==> src/rtl/armleocpu_loadunit_if.sv <==
// Load-unit bus bundle: request from execute, memory read port, result back to execute.
// The unit itself uses the slave modport; the environment side uses master.
interface armleocpu_loadunit_if #(
   parameter int XLEN = 32
);
   logic            req_valid;
   logic            req_ready;
   logic [31:0]     req_addr;
   logic [2:0]      req_type;
   logic            mem_valid;
   logic            mem_ready;
   logic [31:0]     mem_addr;
   logic            mem_rvalid;
   logic [XLEN-1:0] mem_rdata;
   logic            mem_rerror;
   logic            resp_valid;
   logic            resp_ready;
   logic [XLEN-1:0] resp_data;
   logic            resp_missaligned;
   logic            resp_unknowntype;
   logic            resp_accessfault;

   modport slave (
      input  req_valid, req_addr, req_type, mem_ready, mem_rvalid, mem_rdata, mem_rerror, resp_ready,
      output req_ready, mem_valid, mem_addr, resp_valid, resp_data,
             resp_missaligned, resp_unknowntype, resp_accessfault
   );

   modport master (
      output req_valid, req_addr, req_type, mem_ready, mem_rvalid, mem_rdata, mem_rerror, resp_ready,
      input  req_ready, mem_valid, mem_addr, resp_valid, resp_data,
             resp_missaligned, resp_unknowntype, resp_accessfault
   );
endinterface

==> src/rtl/armleocpu_loadunit.sv <==
// Load path: one request at a time, one or two aligned beats, merge/shift/extend,
// result with exception flags. All outputs are registered.
module armleocpu_loadunit #(
   parameter int XLEN             = 32,
   parameter int MISALIGNED_SPLIT = 1
) (
   input logic                 clk,
   input logic                 rst_n,
   armleocpu_loadunit_if.slave bus
);
   localparam int W  = XLEN / 8;
   localparam int OW = $clog2(W);
   localparam int IW = $clog2(2 * XLEN);

   typedef enum logic [2:0] {IDLE, REQ1, WAIT1, REQ2, WAIT2, RESP} state_t;

   state_t          state;
   logic [OW-1:0]   off;
   logic [2:0]      type_q;
   logic [XLEN-1:0] low_q;

   logic            illegal_in;
   logic            misal_in;
   logic [2:0]      amask_in;

   always_comb begin
      amask_in = 3'b000;
      case (bus.req_type[1:0])
         2'd1:    amask_in = 3'b001;
         2'd2:    amask_in = 3'b011;
         2'd3:    amask_in = 3'b111;
         default: amask_in = 3'b000;
      endcase
      misal_in   = |(bus.req_addr[2:0] & amask_in);
      illegal_in = (bus.req_type == 3'b111) ||
                   ((XLEN == 32) && (bus.req_type == 3'b011 || bus.req_type == 3'b110));
   end

   logic [4:0] size_b;
   logic       split_need;
   assign size_b     = 5'd1 << type_q[1:0];
   assign split_need = (5'(off) + size_b) > 5'(W);

   // Result is built straight from the incoming beat, so RESP is entered with data ready.
   logic [2*XLEN-1:0] merged;
   logic [2*XLEN-1:0] shifted;
   logic [XLEN-1:0]   ext;
   logic [6:0]        nbits;
   logic [IW-1:0]     sidx;
   logic              sbit;

   always_comb begin
      merged  = (state == WAIT2) ? {bus.mem_rdata, low_q} : {{XLEN{1'b0}}, bus.mem_rdata};
      shifted = merged >> {off, 3'b000};
      nbits   = 7'd8 << type_q[1:0];
      sidx    = IW'(nbits - 7'd1);
      sbit    = shifted[sidx] & ~type_q[2];
      ext     = shifted[XLEN-1:0];
      for (int i = 0; i < XLEN; i++)
         if (7'(i) >= nbits) ext[i] = sbit;
   end

   always_ff @(posedge clk or negedge rst_n) begin
      if (!rst_n) begin
         state                <= IDLE;
         off                  <= '0;
         type_q               <= '0;
         low_q                <= '0;
         bus.req_ready        <= 1'b1;
         bus.mem_valid        <= 1'b0;
         bus.mem_addr         <= '0;
         bus.resp_valid       <= 1'b0;
         bus.resp_data        <= '0;
         bus.resp_missaligned <= 1'b0;
         bus.resp_unknowntype <= 1'b0;
         bus.resp_accessfault <= 1'b0;
      end else begin
         case (state)
            IDLE: if (bus.req_valid) begin
               off           <= bus.req_addr[OW-1:0];
               type_q        <= bus.req_type;
               bus.req_ready <= 1'b0;
               if (illegal_in) begin
                  state                <= RESP;
                  bus.resp_valid       <= 1'b1;
                  bus.resp_unknowntype <= 1'b1;
               end else if (misal_in && MISALIGNED_SPLIT == 0) begin
                  state                <= RESP;
                  bus.resp_valid       <= 1'b1;
                  bus.resp_missaligned <= 1'b1;
               end else begin
                  state         <= REQ1;
                  bus.mem_valid <= 1'b1;
                  bus.mem_addr  <= bus.req_addr & ~32'(W - 1);
               end
            end
            REQ1: if (bus.mem_ready) begin
               bus.mem_valid <= 1'b0;
               state         <= WAIT1;
            end
            WAIT1: if (bus.mem_rvalid) begin
               if (bus.mem_rerror) begin
                  state                <= RESP;
                  bus.resp_valid       <= 1'b1;
                  bus.resp_accessfault <= 1'b1;
               end else if (split_need) begin
                  low_q         <= bus.mem_rdata;
                  state         <= REQ2;
                  bus.mem_valid <= 1'b1;
                  bus.mem_addr  <= bus.mem_addr + 32'(W);
               end else begin
                  state          <= RESP;
                  bus.resp_valid <= 1'b1;
                  bus.resp_data  <= ext;
               end
            end
            REQ2: if (bus.mem_ready) begin
               bus.mem_valid <= 1'b0;
               state         <= WAIT2;
            end
            WAIT2: if (bus.mem_rvalid) begin
               state          <= RESP;
               bus.resp_valid <= 1'b1;
               if (bus.mem_rerror) bus.resp_accessfault <= 1'b1;
               else                bus.resp_data        <= ext;
            end
            RESP: if (bus.resp_ready) begin
               state                <= IDLE;
               bus.req_ready        <= 1'b1;
               bus.resp_valid       <= 1'b0;
               bus.resp_data        <= '0;
               bus.resp_missaligned <= 1'b0;
               bus.resp_unknowntype <= 1'b0;
               bus.resp_accessfault <= 1'b0;
            end
            default: state <= IDLE;
         endcase
      end
   end
endmodule

==> src/flat_wrapper.sv <==
// flat-port wrapper written by rule: the top's interface ports become plain ports
module armleocpu_loadunit_flat 
#(
   parameter int XLEN             = 32,
   parameter int MISALIGNED_SPLIT = 1
)
  (clk, rst_n, bus_req_valid, bus_req_addr, bus_req_type, bus_mem_ready, bus_mem_rvalid, bus_mem_rdata, bus_mem_rerror, bus_resp_ready, bus_req_ready, bus_mem_valid, bus_mem_addr, bus_resp_valid, bus_resp_data, bus_resp_missaligned, bus_resp_unknowntype, bus_resp_accessfault);
  armleocpu_loadunit_if #(.XLEN(XLEN)) bus_i ();
  input logic clk;
  input logic rst_n;
  input wire logic [$bits(bus_i.req_valid)-1:0] bus_req_valid;
  input wire logic [$bits(bus_i.req_addr)-1:0] bus_req_addr;
  input wire logic [$bits(bus_i.req_type)-1:0] bus_req_type;
  input wire logic [$bits(bus_i.mem_ready)-1:0] bus_mem_ready;
  input wire logic [$bits(bus_i.mem_rvalid)-1:0] bus_mem_rvalid;
  input wire logic [$bits(bus_i.mem_rdata)-1:0] bus_mem_rdata;
  input wire logic [$bits(bus_i.mem_rerror)-1:0] bus_mem_rerror;
  input wire logic [$bits(bus_i.resp_ready)-1:0] bus_resp_ready;
  output wire logic [$bits(bus_i.req_ready)-1:0] bus_req_ready;
  output wire logic [$bits(bus_i.mem_valid)-1:0] bus_mem_valid;
  output wire logic [$bits(bus_i.mem_addr)-1:0] bus_mem_addr;
  output wire logic [$bits(bus_i.resp_valid)-1:0] bus_resp_valid;
  output wire logic [$bits(bus_i.resp_data)-1:0] bus_resp_data;
  output wire logic [$bits(bus_i.resp_missaligned)-1:0] bus_resp_missaligned;
  output wire logic [$bits(bus_i.resp_unknowntype)-1:0] bus_resp_unknowntype;
  output wire logic [$bits(bus_i.resp_accessfault)-1:0] bus_resp_accessfault;
  assign bus_i.req_valid = bus_req_valid;
  assign bus_i.req_addr = bus_req_addr;
  assign bus_i.req_type = bus_req_type;
  assign bus_i.mem_ready = bus_mem_ready;
  assign bus_i.mem_rvalid = bus_mem_rvalid;
  assign bus_i.mem_rdata = bus_mem_rdata;
  assign bus_i.mem_rerror = bus_mem_rerror;
  assign bus_i.resp_ready = bus_resp_ready;
  assign bus_req_ready = bus_i.req_ready;
  assign bus_mem_valid = bus_i.mem_valid;
  assign bus_mem_addr = bus_i.mem_addr;
  assign bus_resp_valid = bus_i.resp_valid;
  assign bus_resp_data = bus_i.resp_data;
  assign bus_resp_missaligned = bus_i.resp_missaligned;
  assign bus_resp_unknowntype = bus_i.resp_unknowntype;
  assign bus_resp_accessfault = bus_i.resp_accessfault;
  armleocpu_loadunit #(.XLEN(XLEN), .MISALIGNED_SPLIT(MISALIGNED_SPLIT)) u_core (.clk(clk), .rst_n(rst_n), .bus(bus_i));
endmodule
==> config.mk <==
export PLATFORM = sky130hd
export DESIGN_NAME = armleocpu_loadunit_flat
export DESIGN_NICKNAME = d
export VERILOG_FILES = /design/src/rtl/armleocpu_loadunit_if.sv /design/src/rtl/armleocpu_loadunit.sv /design/src/flat_wrapper.sv
export SDC_FILE = /design/constraint.sdc
export NUM_CORES = 1
export LEC_CHECK = 0
export CAP_MARGIN = 20
export CORE_ASPECT_RATIO = 1.25
export CORE_MARGIN = 2
export CORE_UTILIZATION = 52
export CTS_CLUSTER_SIZE = 20
export DETAILED_ROUTE_END_ITERATION = 10
export HOLD_SLACK_MARGIN = 0.05
export PLACE_DENSITY = 0.92
export SKIP_LAST_GASP = 1
export SYNTH_ARGS = -nofsm -noshare
export SYNTH_HDL_FRONTEND = slang
export SYNTH_SLANG_ARGS = --single-unit
==> constraint.sdc <==
create_clock -name clk -period 3.6 [get_ports clk]
set_input_delay 0.36 -clock clk [delete_from_list [all_inputs] [get_ports clk]]
set_output_delay 0.36 -clock clk [all_outputs]
set_load 0.005 [all_outputs]
==> run_results.csv <==
group,metric,value,unit
pwr,leakagePower,0.003627,µW
clock_tree,cts-buffers-inserted,9,
drt,drc_errors,0,
sta,finalSetupViolations,0,
global_route,grt_pass1_vias,5836,
clock_tree,clk_latency,0.36,ns
synth,synth_seq_area_share,40.61,%
cells_and_area,nNetsFinal,858,
sta,worst_pin_slew,0.9317,ns
sta,finalSetupTns,0,ns
sta,rsz0062_at_grt,"false",
setup_path,critPathKind,"flip-flop to flip-flop",
global_route,met1_usage,31.52,%
global_route,busiest_layer,"met2",
drt,vias,5997,
pwr,p_per_area,820.5,nW/µm²
placed_design,hpwl,13360,µm
cells_and_area,nFillCells,994,
sta,fmax,0.3203,GHz
die,coreArea,12550,µm²
synth,yosys_warnings,0,
synth,synth-main-ff-cell,"dfrtp_1",
sta,finalCriticalPeriod,3.122,ns
die,start_util,52.57,%
run_status,status,"completed",
synth,synth_cells,663,
clock_tree,root_buffer,"clkbuf_16",
clock_tree,clockBufferDepth,2,
setup_path,crit_family,"simple AND/OR/NAND/NOR gates",
die,dieArea,13610,µm²
cells_and_area,drive_gt1_share,13.27,%
pwr,ir_drop,445.1,µV
setup_path,critPathSlowestCell,"nor2_2",
die,rows,46,
drt,drt_iter0_markers,306,
die,io_pins,144,
setup_path,timing.critical_path.slowest_cell_delay,0.53,ns
worst_hold_path,hold_path_class,"input port to asynchronous set/reset pin",
sta,max_slew_margin,37.41,%
synth,ys_types,59,
clock_tree,clock_sink_count,107,
placed_design,dp_cells,935,
setup_path,critPathArrivalTime,3.35,ns
setup_path,end_kind,"flip-flop",
synth,synth_area_leaders,"dfrtp_1 (40%), mux2i_1 (11%), mux2_2 (6.7%)",
cells_and_area,diodes,0,
sta,slew_violations,0,
pwr,power,6884,µW
sta,skew,0.01322,ns
global_route,grt_use_met3,4.945,%
clock_tree,cts_tree,"done",
job,maxCapViolations,0,
setup_path,cp.required,3.83,ns
clock_tree,post-cts-setup-buffer-count,0,
global_route,grt_use_total,27.35,%
cells_and_area,area_growth,27.18,%
global_route,antenna_found_initial,0,
drt,wl,18670,µm
setup_path,cp-startpoint,"u_core.type_q[1]",
global_route,grt_max_degree,62,
synth,yosys.area.top_type,"dfrtp_1",
drt,drt-wirelength-per-cell,19.61,µm
setup_path,start_kind,"flip-flop",
setup_path,worst-path-buf-inv,2,
synth,yosysTopAreaCellShare,40.21,%
placed_design,port_buffers,140,
setup_path,r2r-start,"u_core.type_q[1]",
sta,post-route-period-util,86.72,%
synth,syn_area_per_cell,9.949,µm²
clock_tree,hold_buffers,0,
die,die_x,104.7,µm
synth,ys_async_sr_fraction,100.0,%
global_route,grt_remaining_overflow,0,
setup_path,critPathMaxFanout,17,
clock_tree,cts_resized,0,
cells_and_area,instances_no_fill,952,
clock_tree,cts.clk_slew.worst_paths,0.08,ns
drt,drt.antenna.violating_nets,0,
clock_tree,cts.htree.levels,3,
synth,yosysMostFrequentCell,"dfrtp_1",
sta,finalHoldViolCount,0,
synth,synth_edf_count,0,
synth,yosys-top-cells-count,"dfrtp_1 (106), mux2i_1 (71), nand2_1 (56)",
global_route,grt_use_met2,48.47,%
global_route,grt_pass1_wl,29700,µm
synth,netlist_area,6596,µm²
drt,drtPass1Iterations,5,
placed_design,gp_congestion,0.9570,
setup_path,path_cells,"nor2_1 -> ha_1 -> ha_1 -> o21ai_0 -> a22oi_1 -> o21ai_0 -> buf_4 -> nor2_2 -> buf_6 -> nand4b_2 -> nand2_1",
die,die_y,129.9,µm
drt,vias_per_cell,6.299,
synth,ys_ff_latch,107,
[worst paths after layout]
| kind | end | slack [ns] | cells after the start |
|---|---|---|---|
| setup / recovery | u_core.bus.resp_data[8] | 0.48 | 11 |
| hold / removal | u_core.low_q[0] | 0.03 | 1 |
| setup reg to reg | u_core.bus.resp_data[8] | 0.48 | 11 |
| hold reg to reg | u_core.bus.resp_data[12] | 0.50 | 2 |
| max in group asynchronous | u_core.bus.mem_addr[8] | 2.66 | 2 |
| min in group clk | u_core.bus.resp_data[12] | 0.50 | 2 |
[cell type report]
class	instances	area (µm²)	share of cell area, %
Multi-Input combinational cell	495	3650	43.50
Sequential cell	107	2680	31.95
Timing Repair Buffer	154	1508	17.97
Clock buffer	11	252.7	3.013
Tap cell	168	210.2	2.506
Inverter	12	45.04	0.5369
Clock inverter	5	43.79	0.5220
[routing by layer]
metal  vias up  wire (µm)
met3        52       1305
met1      2929       6890
met4         0        850
met2       300       9625
li1       2716          -
met5         -          0
[metrics by stage]
| stage | area (µm²) | util (%) | hold WS, ns | setup WS, ns |
|---|---|---|---|---|
| after floorplan | 6604 | - | 0.06441 | 0.2570 |
| after global placement | 8082 | 64.41 | 0.4333 | 0.4155 |
| after detailed placement | 8082 | 64.41 | 0.4328 | 0.2480 |
| after CTS | 8378 | 66.77 | 0.05463 | 0.2285 |
| after global routing | 8389 | 66.86 | 0.07829 | 0.2036 |
| final | 8389 | 66.86 | 0.02666 | 0.4779 |
[logic make-up after synthesis]
group	Yosys count	share of synthesized area, %
adders and majority gates	5	0.9484
buffers and inverters	63	4.420
muxes	119	20.50
xor gates and xnor gates	2	0.2656
and+or+nand+nor	176	13.85
other	1	0.05685
AOI/OAI and AO/OA	190	19.35
DFF	107	40.61
[registers in the layout, indices dropped and copies added, names as in the netlist, 2 cells and up]
name / count
u_core.off: 2
u_core.bus.resp_data: 32
u_core.state: 3
u_core.low_q: 32
u_core.bus.mem_addr: 30
u_core.type_q: 3
[layout by cell type (no fill, tap or decap), drive strengths merged, types with 3 or more instances in the layout]
cell           instances
nor3                  11
a41oi                  5
a21oi                 50
nor2b                  5
o211ai                 5
clkdlybuf4s50        139
nand3                 28
ha                     5
o22a                  13
inv                   13
buf                   15
o21a                   3
mux4                   9
nor3b                  3
nor2                  30
mux2                  39
and2                   3
nand2                 66
o22ai                  5
nand2b                 3
a2bb2oi               26
o2bb2a                10
a31oi                 11
o21ai                 44
mux2i                 71
conb                   3
o31ai                  5
nand4                 10
o32ai                  3
clkbuf                11
dfrtp                106
and3                   9
[report_power, final]
| part | total [µW] | internal, µW | leakage [µW] | switching, µW |
|---|---|---|---|---|
| registers | 2270 | 1740 | 0.00133 | 529 |
| clock network | 999 | 517 | 0.000140 | 482 |
| logic | 3620 | 1840 | 0.00215 | 1780 |
Power figures use the tool's default switching activity.
==> variant 1: new RTL, config.mk and constraints unchanged <==
`XLEN` is set to 32 in 3 places; all go to 64.
--- a/src/rtl/armleocpu_loadunit_if.sv
+++ b/src/rtl/armleocpu_loadunit_if.sv
@@ -3,3 +3,3 @@
 interface armleocpu_loadunit_if #(
-   parameter int XLEN = 32
+   parameter int XLEN = 64
 );
--- a/src/rtl/armleocpu_loadunit.sv
+++ b/src/rtl/armleocpu_loadunit.sv
@@ -3,3 +3,3 @@
 module armleocpu_loadunit #(
-   parameter int XLEN             = 32,
+   parameter int XLEN             = 64,
    parameter int MISALIGNED_SPLIT = 1
--- a/src/flat_wrapper.sv
+++ b/src/flat_wrapper.sv
@@ -3,3 +3,3 @@
 #(
-   parameter int XLEN             = 32,
+   parameter int XLEN             = 64,
    parameter int MISALIGNED_SPLIT = 1
Ports: changed (resized bus_mem_rdata and bus_resp_data); port bits go from 144 to 208. No check against the original RTL was run, so the function may have changed too.
==> variant 1 against the original RTL <==
  * Clock skew decreased by 2.8 ps
  * Critical path depth shrank 1
  * Sequential power is 41% higher
  * Critical endpoint is now u_core.bus.resp_data[19]
  * Total power rose by 67%
  * Sequential cell count increased by 64
  * Design area rose by 69%
  * Maximum frequency fell by 8.3%
  * Clock power grew 72%
  * Worst setup slack got worse by 280 ps
  * Wire length up 94%
  * Largest cell class unchanged
  * Highest routed layer unchanged
  * Synthesized area grew 70%
  * Final cell count rose by 72%
  * Largest power group unchanged
==> variant 1: results (changes against the original RTL) <==
* Synth top area cells: dfrtp_1 38%, mux2_2 8.6%, mux2i_1 8.1% (was dfrtp_1 40%, mux2i_1 11%, mux2_2 6.7%)
* Global Route met2 Usage at 52.88% (was 48.47%)
* Final Critical Period at 3405 ps (was 3122 ps)
* Worst slew pin tran at 981.3 ps (was 931.7 ps)
* Register area share after synthesis at 38.07% (was 40.61%)
* Met3 routed WL at 3.370 mm (was 1.305 mm)
* All-layer global routing usage at 31.81% (was 27.35%)
* VDD IR max at 0.0007898 V (was 0.0004451 V)
* Share of layout cells above drive strength 1 at 15.56% (was 13.27%)
* Flop2flop setup slack at 190 ps (was 480 ps)
* Yosys cell types at 71 (was 59)
* DR vias/cell at 6.650 (was 6.299)
* Met1 WL at 12.98 mm (was 6.890 mm)
* TritonCTS buffer count at 17 (was 9)
* Slowest-stage cell, CP: and2_0 (was nor2_2)
* Post-DP HPWL at 25.85 mm (was 13.36 mm)
* Reg2reg end: u_core.bus.resp_data[19] (was u_core.bus.resp_data[8])
* Sw frac at 43.76% (was 40.59%)
* Leak at 0.005882 uW (was 0.003627 uW)
* CTS H-tree depth at 4 (was 3)
* WL/cell at 22.14 um (was 19.61 um)
* Global-route wire length before repair at 56.73 mm (was 29.70 mm)
* Setup Skew at 10.46 ps (was 13.22 ps)
* Hold_ws at 484.7 ps (was 26.66 ps)
* Drt first-iter violations at 1293 (was 306)
* Largest net degree at the start of global routing at 80 (was 62)
* Clk power at 1720 uW (was 999 uW)
* Critical path arrival at 3770 ps (was 3350 ps)
* Clk_lat worst skew at 440 ps (was 360 ps)
* Met2 routed WL at 17.56 mm (was 9.625 mm)
* Combinational Power at 6540 uW (was 3620 uW)
* Critical R2R Launch: u_core.type_q[0] (was u_core.type_q[1])
* Port Buffers at 203 (was 140)
* Pre-CTS setup slack at 201.3 ps (was 248.0 ps)
* Layout Nets at 1456 (was 858)
* Initial antenna violation count at 1 (was 0)
* Max stage delay on crit path at 690 ps (was 530 ps)
* DRT Pass-1 Iters at 6 (was 5)
* Biggest regs: u_core.bus.resp_data x64, u_core.low_q x64, u_core.bus.mem_addr x29 (was u_core.bus.resp_data x32, u_core.low_q x32, u_core.bus.mem_addr x30)
* Outcome: completed (unchanged)
* Worst reg2reg path depth at 10 (was 11)
* GR Util met3 at 7.377% (was 4.945%)
* Global Route met1 Usage at 37.22% (was 31.52%)
* Final GP Congestion at 0.9817 (was 0.9570)
* Vias in the first global route at 10537 (was 5836)
==> variant 1: how the worst max path moves through the flow <==
stage / start / to / depth (start not counted)
floorplan: u_core.off[1] / u_core.bus.resp_data[63] / 12
global placement: u_core.type_q[0] / u_core.bus.resp_data[60] / 10
detailed placement: u_core.type_q[0] / u_core.bus.resp_data[42] / 10
CTS: u_core.type_q[0] / u_core.bus.resp_data[42] / 10
global route: u_core.type_q[0] / u_core.bus.resp_data[19] / 10
finish: u_core.type_q[0] / u_core.bus.resp_data[19] / 10
==> variant 1: per-stage QoR <==
stage               util, %  std cells  TNS, ps
global route          66.09       1636   -736.8
floorplan                 -       1179        0
global placement      63.23       1597        0
CTS                   65.78       1629        0
detailed placement    63.23       1597        0
finish                66.09       1636        0
==> variant 1: cells by family (layout without fill, tap and decap cells) <==
| logic type | count (synthesis) | after routing | synth area share (%) |
|---|---|---|---|
| DFF | 171 | 171 | 38.07 |
| muxes | 200 | 200 | 21.32 |
| adders and majority gates | 6 | 6 | 0.6678 |
| other | 1 | 5 | 0.03336 |
| xor gates and xnor gates | 1 | 1 | 0.07792 |
| AOI/OAI and AO/OA | 360 | 361 | 22.33 |
| buffers and inverters | 122 | 298 | 4.919 |
| and+or+nand+nor | 315 | 315 | 12.58 |
==> variant 1: cell type report <==
class | count | area, um^2
Inverter | 18 | 67.56
Clock buffer | 19 | 442.9
Antenna cell | 1 | 2.502
Sequential cell | 171 | 4289
Multi-Input combinational cell | 887 | 6455
Tap cell | 279 | 349.1
Clock inverter | 12 | 91.34
Fill cell | 1645 | 7254
Timing Repair Buffer | 249 | 2444
==> variant 1: what timing repair did <==
item                       4_1_cts  5_1_grt
buffers inserted                 0        5
hold buffers                     1        0
setup endpoints to repair        0       10
hold endpoints to repair        65        0
==> variant 2: new RTL, config.mk and constraints unchanged <==
Without the edit above. The 6 states of `state_t` get a one-hot encoding in 6 bits.
--- a/src/rtl/armleocpu_loadunit.sv
+++ b/src/rtl/armleocpu_loadunit.sv
@@ -14,3 +14,3 @@
 
-   typedef enum logic [2:0] {IDLE, REQ1, WAIT1, REQ2, WAIT2, RESP} state_t;
+   typedef enum logic [5:0] {IDLE = 6'b000001, REQ1 = 6'b000010, WAIT1 = 6'b000100, REQ2 = 6'b001000, WAIT2 = 6'b010000, RESP = 6'b100000} state_t;
 
Behaviour: same outputs for any inputs over 4 cycles, from zero or initial values and one cycle with rst_n low; so few cycles prove little.
==> variant 2 against the original RTL <==
  * Design area is 9.7% higher
  * Sequential cell count increased by 3
  * Total power shrank 3.1%
  * Critical path depth decreased by 4
  * Synthesized cell count rose by 26%
  * Wire length is 25% higher
  * Worst setup slack lost 75 ps
  * Synthesized area rose by 12%
  * Largest cell class unchanged
  * Largest power group unchanged
==> variant 2: results (changes against the original RTL) <==
* Leak at 0.003721 uW (was 0.003627 uW)
* Largest delay contributor family on the critical path: compound AO/OA/AOI/OAI gates (was simple AND/OR/NAND/NOR gates)
* Clk tree area frac at 2.990% (was 3.535%)
* Multi-input gates at 619 (was 495)
* VDD IR max at 0.0006483 V (was 0.0004451 V)
* Die width at 110.8 um (was 104.7 um)
* Largest net degree at the start of global routing at 64 (was 62)
* Syn Inst Count at 837 (was 663)
* Reg2reg end: u_core.bus.resp_data[29] (was u_core.bus.resp_data[8])
* Worst reg2reg path depth at 7 (was 11)
* Yosys cell types at 70 (was 59)
* Final non-clock buffer share at 17.21% (was 17.97%)
* Setup Skew at 8.949 ps (was 13.22 ps)
* Internal at 3648 uW (was 4090 uW)
* All-layer global routing usage at 30.51% (was 27.35%)
* Mux contribution to synthesized area at 11.88% (was 20.50%)
* Max stage delay on crit path at 770 ps (was 530 ps)
* Synth Area in XOR/XNOR at 0.1181% (was 0.2656%)
* Total length of routed wires at 23.34 mm (was 18.67 mm)
* Placed cell count at 1108 (was 935)
* Slew headroom at 40.65% (was 37.41%)
* DR vias/cell at 6.866 (was 6.299)
* Compound-gate portion of the synthesized area at 29.28% (was 19.35%)
* Share of cell area taken by multi-input logic gates at 45.74% (was 43.50%)
* Most frequent cells after synthesis: 108 x dfrtp_1, 89 x nand2_1, 86 x a21oi_1 (was 106 x dfrtp_1, 71 x mux2i_1, 56 x nand2_1)
* Critical R2R Launch: u_core.state[1] (was u_core.type_q[1])
* Outcome: completed (unchanged)
* Post-DP HPWL at 16.08 mm (was 13.36 mm)
* DRT Pass-1 Iters at 8 (was 5)
* Register area share after synthesis at 37.16% (was 40.61%)
* Seq area share at 29.93% (was 31.95%)
* Reg power frac at 30.5% (was 32.9%)
* Final GP Congestion at 0.9791 (was 0.9570)
* Adder-Cell Fraction of Synth Area at 0.8437% (was 0.9484%)
* # fillers at 1087 (was 994)
==> variant 2: cell types whose count changed in the layout (fill, tap and decap cells not counted), sizes merged, moves of 10 or more <==
cell	change
inv	+30
a2bb2oi	-22
a21oi	+37
mux2i	-43
a41oi	+10
o221ai	+10
nand2	+25
o211ai	+29
a22oi	+13
mux2	-12
o2bb2a	-10
o22ai	+24
==> variant 2: through the flow <==
step	total power [uW]	util, %	worst slack (ps)	hold WS (ps)
6_report	6670	66.35	402.5	110.7
5_1_grt	7037	66.35	217.7	177.1
4_1_cts	6561	66.24	304.2	131.0
3_5_place_dp	5569	64.26	317.9	462.3
3_3_place_gp	5450	64.26	423.8	446.3
2_1_floorplan	4277	-	455.3	64.41
==> variant 2: metal layers <==
metal | up-vias | GRT usage [%] | part of all wire [%]
met5 | - | 0 | 0
met4 | 0 | 21.11 | 6.1
met3 | 99 | 5.939 | 8.9
met2 | 489 | 50.24 | 48
met1 | 3704 | 36.39 | 37
li1 | 3432 | - | -
